File: src/rtl/radix4_divider_pkg.sv
// Shared definitions for the radix-4 restoring divider: default operand
// width and the controller state encoding.
package radix4_divider_pkg;

  localparam int DEFAULT_WIDTH = 32;

  typedef enum logic [1:0] {
    STATE_IDLE = 2'd0,
    STATE_CALC = 2'd1,
    STATE_DONE = 2'd2
  } state_e;

endpackage

File: src/rtl/radix4_div_step.sv
// One radix-4 restoring step: given the shifted partial remainder T and the
// divisor multiples D and 3D, select the largest digit q in 0..3 with
// q*D <= T and return the new partial remainder T - q*D. Purely combinational.
module radix4_div_step
  import radix4_divider_pkg::*;
#(
  parameter int WIDTH = DEFAULT_WIDTH
) (
  input  logic [WIDTH+1:0] t_i,
  input  logic [WIDTH-1:0] d_i,
  input  logic [WIDTH+1:0] d3_i,
  output logic [1:0]       q_o,
  output logic [WIDTH+1:0] p_o
);

  localparam int PW = WIDTH + 2;

  // Candidate subtrahends 1D, 2D, 3D; all compared at full PW width so that
  // 3D (up to WIDTH+2 bits) never truncates.
  logic [PW-1:0] mult [1:3];
  logic [PW-1:0] diff [1:3];
  logic [3:1]    ge;

  assign mult[1] = PW'(d_i);
  assign mult[2] = PW'({d_i, 1'b0});
  assign mult[3] = d3_i;

  generate
    for (genvar gi = 1; gi <= 3; gi++) begin : g_trial
      assign diff[gi] = t_i - mult[gi];
      assign ge[gi]   = (t_i >= mult[gi]);
    end
  endgenerate

  // Priority select of the largest multiple that still fits under T.
  always_comb begin
    q_o = 2'd0;
    p_o = t_i;
    if (ge[3]) begin
      q_o = 2'd3;
      p_o = diff[3];
    end else if (ge[2]) begin
      q_o = 2'd2;
      p_o = diff[2];
    end else if (ge[1]) begin
      q_o = 2'd1;
      p_o = diff[1];
    end
  end

endmodule

File: src/rtl/radix4_divider.sv
// Unsigned iterative radix-4 restoring divider. Retires two quotient bits per
// clock with fixed latency (result strobe ITERS+1 cycles after the request)
// and holds quotient/remainder until the next operation completes.
module radix4_divider
  import radix4_divider_pkg::*;
#(
  parameter int WIDTH = DEFAULT_WIDTH
) (
  input  logic             clk,
  input  logic             rst,
  input  logic [WIDTH-1:0] dividend,
  input  logic [WIDTH-1:0] divisor,
  input  logic             input_valid,
  output logic [WIDTH-1:0] quotient,
  output logic [WIDTH-1:0] remainder,
  output logic             output_valid
);

  localparam int ITERS = WIDTH / 2;
  localparam int CNT_W = (ITERS > 1) ? $clog2(ITERS) : 1;
  localparam int PW    = WIDTH + 2;

  state_e           state_q;
  logic [CNT_W-1:0] cnt_q;
  logic [WIDTH-1:0] d_q;
  logic [PW-1:0]    d3_q;
  logic [PW-1:0]    p_q;
  logic [WIDTH-1:0] q_q;
  logic [WIDTH-1:0] quotient_q;
  logic [WIDTH-1:0] remainder_q;
  logic             output_valid_q;

  logic [PW-1:0]    t_d;
  logic [PW-1:0]    p_d;
  logic [1:0]       digit_d;
  logic [WIDTH-1:0] q_d;

  // T = {P, top two dividend bits}; P < D always, so only its low WIDTH bits
  // can be non-zero and the cast drops nothing meaningful.
  assign t_d = PW'({p_q, q_q[WIDTH-1 -: 2]});
  assign q_d = {q_q[WIDTH-3:0], digit_d};

  radix4_div_step #(
    .WIDTH (WIDTH)
  ) u_step (
    .t_i  (t_d),
    .d_i  (d_q),
    .d3_i (d3_q),
    .q_o  (digit_d),
    .p_o  (p_d)
  );

  // Controller FSM with datapath registers and registered result outputs.
  always_ff @(posedge clk or posedge rst) begin
    if (rst) begin
      state_q        <= STATE_IDLE;
      cnt_q          <= '0;
      d_q            <= '0;
      d3_q           <= '0;
      p_q            <= '0;
      q_q            <= '0;
      quotient_q     <= '0;
      remainder_q    <= '0;
      output_valid_q <= 1'b0;
    end else begin
      case (state_q)
        STATE_IDLE: begin
          output_valid_q <= 1'b0;
          if (input_valid) begin
            d_q     <= divisor;
            d3_q    <= PW'(divisor) + (PW'(divisor) << 1);
            q_q     <= dividend;
            p_q     <= '0;
            cnt_q   <= CNT_W'(ITERS - 1);
            state_q <= STATE_CALC;
          end
        end
        STATE_CALC: begin
          p_q <= p_d;
          q_q <= q_d;
          if (cnt_q != '0) begin
            cnt_q <= cnt_q - CNT_W'(1);
          end else begin
            // Last step: publish the result so it is valid in the DONE cycle.
            quotient_q     <= q_d;
            remainder_q    <= WIDTH'(p_d);
            output_valid_q <= 1'b1;
            state_q        <= STATE_DONE;
          end
        end
        STATE_DONE: begin
          output_valid_q <= 1'b0;
          state_q        <= STATE_IDLE;
        end
        default: begin
          output_valid_q <= 1'b0;
          state_q        <= STATE_IDLE;
        end
      endcase
    end
  end

  assign quotient     = quotient_q;
  assign remainder    = remainder_q;
  assign output_valid = output_valid_q;

endmodule

File: config.mk
export PLATFORM = sky130hd
export DESIGN_NAME = radix4_divider
export DESIGN_NICKNAME = d
export VERILOG_FILES = /design/src/rtl/radix4_divider_pkg.sv /design/src/rtl/radix4_div_step.sv /design/src/rtl/radix4_divider.sv
export SDC_FILE = /design/constraint.sdc
export NUM_CORES = 1
export LEC_CHECK = 0
export CAP_MARGIN = 5
export CORE_AREA = 2 2 228 230
export DETAILED_ROUTE_END_ITERATION = 7
export DIE_AREA = 0 0 230 232
export SYNTH_ARGS = -nofsm -noshare
export SYNTH_HDL_FRONTEND = slang
export SYNTH_SLANG_ARGS = --single-unit
File: constraint.sdc
create_clock -name clk -period 13.9 [get_ports clk]
set_input_delay 2.78 -clock clk [delete_from_list [all_inputs] [get_ports clk]]
set_output_delay 2.78 -clock clk [all_outputs]
set_load 0.005 [all_outputs]
==> summary.txt, run 1 <==
================================================================================
Library cells used by synthesis                                               72
Vias after detailed routing                                               13,800
Floorplan die height                                                      232 µm
Initial antenna violation count                                                1
Violation count after the first detailed-routing iteration                 1,107
Gp weighted congestion                                                     0.907
Maximum number of pins on one net before global-route repair                 117
Number of antenna repair diodes                                                0
Critical Path Source                                                  divisor[1]
Number of synthesized flops with an enable pin                                 0
Ports placed on the boundary                                                 132
Ranking of synthesized cells by area                                sky130_fd_sc_hd__dfrtp_1 33%, sky130_fd_sc_hd__ha_1 11%, sky130_fd_sc_hd__nand2_1 8.3%, sky130_fd_sc_hd__o21ai_0 7.4%, sky130_fd_sc_hd__a21oi_1 4.3%
Global routing usage summed across all routing layers                      18.0%
Final number of hold-violating endpoints                                       0
Cell taking the most area after synthesis                           sky130_fd_sc_hd__dfrtp_1
Fill cell count                                                            5,306
Worst Path Max Fanout                                                          4
Category of the most critical setup path                            primary input to register
Most frequently used flop master after synthesis                    sky130_fd_sc_hd__dfrtp_1
Critical Path Max Stage Delay                                             560 ps
Cell with the largest stage delay on the worst path                 sky130_fd_sc_hd__a211oi_1
Site Rows                                                                     83
Fin nets                                                                   2,146
Core area                                                             50,900 µm²
Count of endpoints failing setup in the final report                           0
Vias per cell                                                               5.24
Total wire length after detailed routing                               48,200 µm
Part of the Yosys area used for sequential elements                        33.0%
Transition time at the pin with the least slew margin                    1090 ps
Fraction of final layout cells sized beyond drive strength 1               3.88%
Number of pins exceeding their max-slew limit in the final report              0
Required time of the critical path                                     14,230 ps
Effective utilization at floorplan                                         29.8%
Drt wl/cell                                                              18.3 µm
Maximum clock rate                                                     0.175 GHz
Die outline area                                                      53,400 µm²
Data arrival time at the worst-slack endpoint                            6030 ps
Via count of the first global-routing pass                                13,300
WP buf/inv                                                                     2
Cells on worst reg2reg path                                                   13
Clock transition at path regs                                              80 ps
Synthesized area                                                      15,200 µm²
CP most frequent cell                                               sky130_fd_sc_hd__o21ai_0
Max-Slew Margin vs Limit                                                   27.4%
Reg-to-reg critical path endpoint                                   remainder[29]$_DFFE_PP0P_
Pre-antenna DRT Iters                                                          6
Half-perimeter wire length of the detailed placement result            37,000 µm
Time the worst path needs with I/O delays and setup                      5700 ps
Hold bufs inserted after CTS                                                   0
Worst setup slack for register-to-register paths                         9220 ps
Top cell type's share of synthesized area                                  33.0%
Startpoint of the worst register-to-register path                   q_q[30]$_DFFE_PP0P_
Synthesized instance count                                                 1,863
CP cell instances                                                   clkdlybuf4s50_1, ha_1, inv_1, fa_1, nor2b_1, o31a_1, o211ai_1, a211oi_1, o21ai_0, nand2_1, a41oi_1, a21oi_1, xor2_1, o21ai_0
Post-cts gate resize count                                                     0
Endpoint of the most critical setup path                            d3_q[31]$_DFFE_PP0P_
Asr flop ratio synth                                                        100%
CTS buffer count                                                              17
Flops & latches, synth                                                       200
Warnings from Yosys                                                            0
Slack of the critical path                                               8200 ps
Class of the tightest hold or removal check                         register to register
Crit. path cell count                                                         14
CP endpoint kind                                                        register
Area delta synth->final                                                    17.5%
Clock root buffer                                                   sky130_fd_sc_hd__clkbuf_16
Number of buffers inserted to repair setup after CTS                           0
Total of max-cap violations                                                    0
Outcome                                                             complete, no violations
Remaining global-route overflow                                                0
Horizontal die dimension                                                  230 µm
Gate family responsible for the most delay along the worst path     compound AO/OA/AOI/OAI gates
Global-route wire length before repair                                 75,700 µm
Post-route fraction of the period consumed by the critical path            41.0%
Skew-Pair Late Insertion Delay                                            460 ps
Worst Skew                                                               11.6 ps
Post-detailed-route count of antenna-violating nets                            0
Number of port buffers                                                       131
Max clock buf depth                                                            2
Place WS                                                                 7750 ps
Post-synthesis average cell area                                        8.13 µm²
Maximum level of the CTS H-tree                                                4
Number of sinks driven by the clock tree                                     200
RSZ-0062 raised after global routing                                          no
Type of element launching the critical path                         primary input
TritonCTS clock tree                                                         yes
DRC viols                                                                      0
Setup TNS                                                                   0 ps
Synth Net Count                                                            2,065
================================================================================
==> cell usage after synthesis (11+ instances only) <==
cell type,number
sky130_fd_sc_hd__nand2b_1,16
sky130_fd_sc_hd__dfrtp_1,200
sky130_fd_sc_hd__and3_1,12
sky130_fd_sc_hd__clkbuf_1,66
sky130_fd_sc_hd__o21bai_1,11
sky130_fd_sc_hd__nand4_1,19
sky130_fd_sc_hd__xnor2_1,59
sky130_fd_sc_hd__o22ai_1,17
sky130_fd_sc_hd__a21o_1,55
sky130_fd_sc_hd__nand2_1,337
sky130_fd_sc_hd__a21oi_1,130
sky130_fd_sc_hd__nor3_1,22
sky130_fd_sc_hd__mux2i_1,37
sky130_fd_sc_hd__o21ai_0,225
sky130_fd_sc_hd__a211oi_1,25
sky130_fd_sc_hd__o21a_1,25
sky130_fd_sc_hd__xor2_1,39
sky130_fd_sc_hd__or3_1,12
sky130_fd_sc_hd__ha_1,131
sky130_fd_sc_hd__o211ai_1,17
sky130_fd_sc_hd__nor2_1,89
sky130_fd_sc_hd__a31oi_1,25
sky130_fd_sc_hd__nand3_1,25
sky130_fd_sc_hd__nor2b_1,21
sky130_fd_sc_hd__inv_1,100
==> flip-flops by register name (all words and copies together) (netlist names) <==
register / cells
cnt_q: 4
d3_q: 33
d_q: 32
output_valid: 1
p_q: 32
q_q: 32
quotient: 32
remainder: 32
state_q: 2
==> worst min path at each step <==
stage                                         from                        to  depth (start not counted)
final                      quotient[6]$_DFFE_PP0P_   quotient[6]$_DFFE_PP0P_                          2
after global routing       quotient[6]$_DFFE_PP0P_   quotient[6]$_DFFE_PP0P_                          2
after CTS                  quotient[6]$_DFFE_PP0P_   quotient[6]$_DFFE_PP0P_                          2
after detailed placement   quotient[6]$_DFFE_PP0P_   quotient[6]$_DFFE_PP0P_                          2
after global placement    quotient[24]$_DFFE_PP0P_  quotient[24]$_DFFE_PP0P_                          2
after floorplan               d3_q[23]$_DFFE_PP0P_      d3_q[23]$_DFFE_PP0P_                          2
==> final cells by class <==
| type | count | area (µm²) | share of cell area, % |
|---|---|---|---|
| Multi-Input combinational cell | 1483 | 9500 | 53.4 |
| Sequential cell | 200 | 5000 | 28.1 |
| Timing Repair Buffer | 141 | 1390 | 7.79 |
| Tap cell | 680 | 851 | 4.78 |
| Clock buffer | 17 | 425 | 2.39 |
| Inverter | 101 | 387 | 2.17 |
| Clock inverter | 15 | 248 | 1.39 |
==> worst reg2reg max path, cell delays in order (launching register included) <==
cell                       delay (ps)
sky130_fd_sc_hd__dfrtp_1          390
sky130_fd_sc_hd__inv_1            260
sky130_fd_sc_hd__ha_1             330
sky130_fd_sc_hd__fa_1             230
sky130_fd_sc_hd__nand2b_1         190
sky130_fd_sc_hd__a21oi_1          130
sky130_fd_sc_hd__o311ai_0         630
sky130_fd_sc_hd__a21o_1           290
sky130_fd_sc_hd__a21o_1           200
sky130_fd_sc_hd__a21oi_1          100
sky130_fd_sc_hd__or2_2            580
sky130_fd_sc_hd__nor2_1           640
sky130_fd_sc_hd__a32oi_1          270
sky130_fd_sc_hd__mux2_2           340
==> cells in the final DEF (no fill, tap or decap), types with 12 or more instances in the layout <==
cell and n:
sky130_fd_sc_hd__a211oi_1 25, sky130_fd_sc_hd__a21o_1 55, sky130_fd_sc_hd__a21oi_1 130, sky130_fd_sc_hd__a31oi_1 24, sky130_fd_sc_hd__and3_1 12, sky130_fd_sc_hd__clkbuf_16 17, sky130_fd_sc_hd__clkdlybuf4s50_1 131, sky130_fd_sc_hd__dfrtp_1 200
sky130_fd_sc_hd__ha_1 131, sky130_fd_sc_hd__inv_1 99, sky130_fd_sc_hd__mux2i_1 37, sky130_fd_sc_hd__nand2_1 336, sky130_fd_sc_hd__nand2b_1 16, sky130_fd_sc_hd__nand3_1 25, sky130_fd_sc_hd__nand4_1 19, sky130_fd_sc_hd__nor2_1 87
sky130_fd_sc_hd__nor2b_1 20, sky130_fd_sc_hd__nor3_1 22, sky130_fd_sc_hd__o211ai_1 17, sky130_fd_sc_hd__o21a_1 25, sky130_fd_sc_hd__o21ai_0 224, sky130_fd_sc_hd__o22ai_1 17, sky130_fd_sc_hd__or3_1 12, sky130_fd_sc_hd__xnor2_1 59
sky130_fd_sc_hd__xor2_1 39
==> cells by family after synthesis <==
group	Yosys count	share of synthesized area, %
AO/OA/AOI/OAI	624	25.6
AND/OR/NAND/NOR	580	16.7
flip-flops	200	33.0
buffers and inverters	180	4.54
adder cells (fa/ha/maj)	135	11.3
XOR/XNOR	98	5.66
multiplexers	46	3.16
==> per-stage QoR <==
step,cell area (µm²),hold slack (ps),util (%),cells
after floorplan,15200,449,-,1863
after global placement,17100,458,33.7,2605
after detailed placement,17100,467,33.7,2605
after CTS,17800,487,35.0,2637
after global routing,17800,507,35.0,2637
final,17800,482,35.0,2637
==> per-layer routing <==
metal,global-route usage (%),share of wire [%],vias up
li1,-,-,6816
met1,26.3,50,6560
met2,27.8,44,403
met3,2.42,4.9,46
met4,4.52,1.7,0
met5,0,0,-
Power of run 1 is not shown: default switching activity piles up to over one toggle a cycle in this logic, so the estimate is an artifact.
==> run 2: changes to the inputs <==
- clock period: 13.9 -> 5.43 ns (I/O delays scaled with it)
==> run 2 against run 1 <==
First-iteration DRC count is 14% higher. Clock skew fell by 1.1 ps. Utilization stayed put. Critical path depth down 1. Cell count grew 0.30%. Sequential share of layout area stayed put. Critical path type is now register to register. Count of clock-buffer cells in the layout stayed put.
==> summary.txt, run 2 (synthesis gave the netlist of run 1 again) <==
================================================================================
Class of the tightest hold or removal check                         register to register   unchanged
Vias per cell                                                               5.27   was 5.24
Maximum number of pins on one net before global-route repair                  80   was 117
WP buf/inv                                                                     2   unchanged
Number of pins exceeding their max-slew limit in the final report              0   unchanged
Reg-to-reg critical path endpoint                                   remainder[2]$_DFFE_PP0P_   was remainder[29]$_DFFE_PP0P_
Global routing usage summed across all routing layers                      18.2%   was 18.0%
Most common cell after layout, fill and taps aside                  sky130_fd_sc_hd__nand2_1   unchanged
Outcome                                                             complete, no violations   unchanged
Final number of hold-violating endpoints                                       0   unchanged
Max-Slew Margin vs Limit                                                   33.0%   was 27.4%
Number of sinks driven by the clock tree                                     200   unchanged
Number of port buffers                                                       131   unchanged
Type of element launching the critical path                             register   was primary input
Global-route wire length before repair                                 76,200 µm   was 75,700 µm
Half-perimeter wire length of the detailed placement result            38,000 µm   was 37,000 µm
Crit. path cell count                                                         13   was 14
Fin nets                                                                   2,154   was 2,146
Clock transition at path regs                                              80 ps   about the same
Reg with most FFs                                                           d3_q   unchanged
Vias after detailed routing                                               14,000   was 13,800
Fraction of final layout cells sized beyond drive strength 1               4.27%   was 3.88%
Ports placed on the boundary                                                 132   unchanged
Setup TNS                                                                   0 ps   unchanged
Endpoint of the most critical setup path                            remainder[2]$_DFFE_PP0P_   was d3_q[31]$_DFFE_PP0P_
Max reg flops                                                                 33   unchanged
Effective utilization at floorplan                                         29.8%   unchanged
Pre-antenna DRT Iters                                                          5   was 6
Core area                                                             50,900 µm²   unchanged
Hold bufs inserted after CTS                                                   0   unchanged
Maximum level of the CTS H-tree                                                4   unchanged
TritonCTS clock tree                                                         yes   unchanged
Cells on worst reg2reg path                                                   13   unchanged
RSZ-0062 raised after global routing                                          no   unchanged
Gate family responsible for the most delay along the worst path     compound AO/OA/AOI/OAI gates   unchanged
Horizontal die dimension                                                  230 µm   unchanged
Hold Startpoint                                                     remainder[3]$_DFFE_PP0P_   was quotient[6]$_DFFE_PP0P_
Critical Path Max Stage Delay                                             790 ps   was 560 ps
Data arrival time at the worst-slack endpoint                            4590 ps   was 6030 ps
Time the worst path needs with I/O delays and setup                      4280 ps
Cell with the largest stage delay on the worst path                 sky130_fd_sc_hd__o21ai_2   was sky130_fd_sc_hd__a211oi_1
Category of the most critical setup path                            register to register   was primary input to register
Site Rows                                                                     83   unchanged
Die outline area                                                      53,400 µm²   unchanged
Drt wl/cell                                                              18.5 µm   was 18.3 µm
CTS buffer count                                                              17   unchanged
CP cell instances                                                   inv_1, ha_1, fa_1, nor2b_1, o31a_1, o41a_1, a21oi_2, a31oi_1, o21ai_2, buf_4, o311ai_0, a32oi_1, o21ai_0   was clkdlybuf4s50_1, ha_1, inv_1, fa_1, nor2b_1, o31a_1, o211ai_1, a211oi_1, o21ai_0, nand2_1, a41oi_1, a21oi_1, xor2_1, o21ai_0
Post-detailed-route count of antenna-violating nets                            0   unchanged
Maximum clock rate                                                     0.233 GHz
Clock root buffer                                                   sky130_fd_sc_hd__clkbuf_16   unchanged
DRC viols                                                                      0   unchanged
Gp weighted congestion                                                     0.906   was 0.907
Transition time at the pin with the least slew margin                     980 ps   was 1090 ps
Startpoint of the worst register-to-register path                   q_q[30]$_DFFE_PP0P_   unchanged
Worst setup slack for register-to-register paths                         1150 ps   was 9220 ps
Area delta synth->final                                                    17.5%   unchanged
Most frequent cells in the layout                                   336 x sky130_fd_sc_hd__nand2_1, 224 x sky130_fd_sc_hd__o21ai_0, 200 x sky130_fd_sc_hd__dfrtp_1, 131 x sky130_fd_sc_hd__ha_1, 131 x sky130_fd_sc_hd__clkdlybuf4s50_1   unchanged
Total of max-cap violations                                                    0   unchanged
Critical Path Source                                                q_q[30]$_DFFE_PP0P_   was divisor[1]
Worst Path Max Fanout                                                         21   was 4
Worst Skew                                                               10.5 ps   was 11.6 ps
Max clock buf depth                                                            2   unchanged
Via count of the first global-routing pass                                13,100   was 13,300
Initial antenna violation count                                                0   was 1
Number of buffers inserted to repair setup after CTS                           0   unchanged
Post-cts gate resize count                                                     0   unchanged
Violation count after the first detailed-routing iteration                 1,264   was 1,107
Total wire length after detailed routing                               48,900 µm   was 48,200 µm
Floorplan die height                                                      232 µm   unchanged
Skew-Pair Late Insertion Delay                                            470 ps   was 460 ps
Remaining global-route overflow                                                0   unchanged
Required time of the critical path                                       5730 ps   was 14,230 ps
Count of endpoints failing setup in the final report                           0   unchanged
Post-route fraction of the period consumed by the critical path            78.9%
CP endpoint kind                                                        register   unchanged
Number of antenna repair diodes                                                0   unchanged
================================================================================
-- run 2: cell count changes in the layout (fill, tap and decap cells not counted), sizes merged --
cell    before  now
buf         10   18
bufinv       4    0
clkinv       3    5
inv        108  110
-- run 2: metal layers --
metal,wire (µm),up-vias,global-route usage (%)
met4,779,0,4.52
met3,2570,40,2.37
met2,21300,391,27.4
met1,24300,6702,27.2
li1,-,6819,-
met5,0,-,0
-- run 2: area by class of cell --
class                           instances  area [µm²]
Clock inverter                         15         191
Multi-Input combinational cell       1483        9500
Sequential cell                       200        5000
Timing Repair Buffer                  149        1450
Clock buffer                           17         425
Fill cell                            5340       33100
Tap cell                              680         851
Inverter                              101         383
-- run 2: worst min path at each step --
| stage | to | cells past startpoint |
|---|---|---|
| after floorplan | d3_q[23]$_DFFE_PP0P_ | 2 |
| after global placement | quotient[28]$_DFFE_PP0P_ | 2 |
| after detailed placement | quotient[2]$_DFFE_PP0P_ | 2 |
| after CTS | quotient[2]$_DFFE_PP0P_ | 2 |
| after global routing | d3_q[20]$_DFFE_PP0P_ | 2 |
| final | remainder[3]$_DFFE_PP0P_ | 2 |
-- run 2: worst register-to-register path, cell delays in order (launching register included) --
cell                       delay, ps
sky130_fd_sc_hd__dfrtp_1         440
sky130_fd_sc_hd__inv_1           120
sky130_fd_sc_hd__ha_1            250
sky130_fd_sc_hd__fa_1            220
sky130_fd_sc_hd__nor2b_1          70
sky130_fd_sc_hd__o31a_1          280
sky130_fd_sc_hd__o41a_1          420
sky130_fd_sc_hd__a21oi_2         350
sky130_fd_sc_hd__a31oi_1         230
sky130_fd_sc_hd__o21ai_2         790
sky130_fd_sc_hd__buf_4           370
sky130_fd_sc_hd__o311ai_0        160
sky130_fd_sc_hd__a32oi_1         300
sky130_fd_sc_hd__o21ai_0         130
-- run 2: through the flow --
step                      std cells  worst slack, ps  utilization, %  area [µm²]  hold slack, ps
after detailed placement       2613              969            33.8       17200             464
after global placement         2613              948            33.8       17200             460
after CTS                      2645             1190            35.0       17800             485
final                          2645             1150            35.0       17800             481
after global routing           2645              946            35.0       17800             499
after floorplan                1863             1760               -       15200             449
Power of run 2 is left out for the same reason.
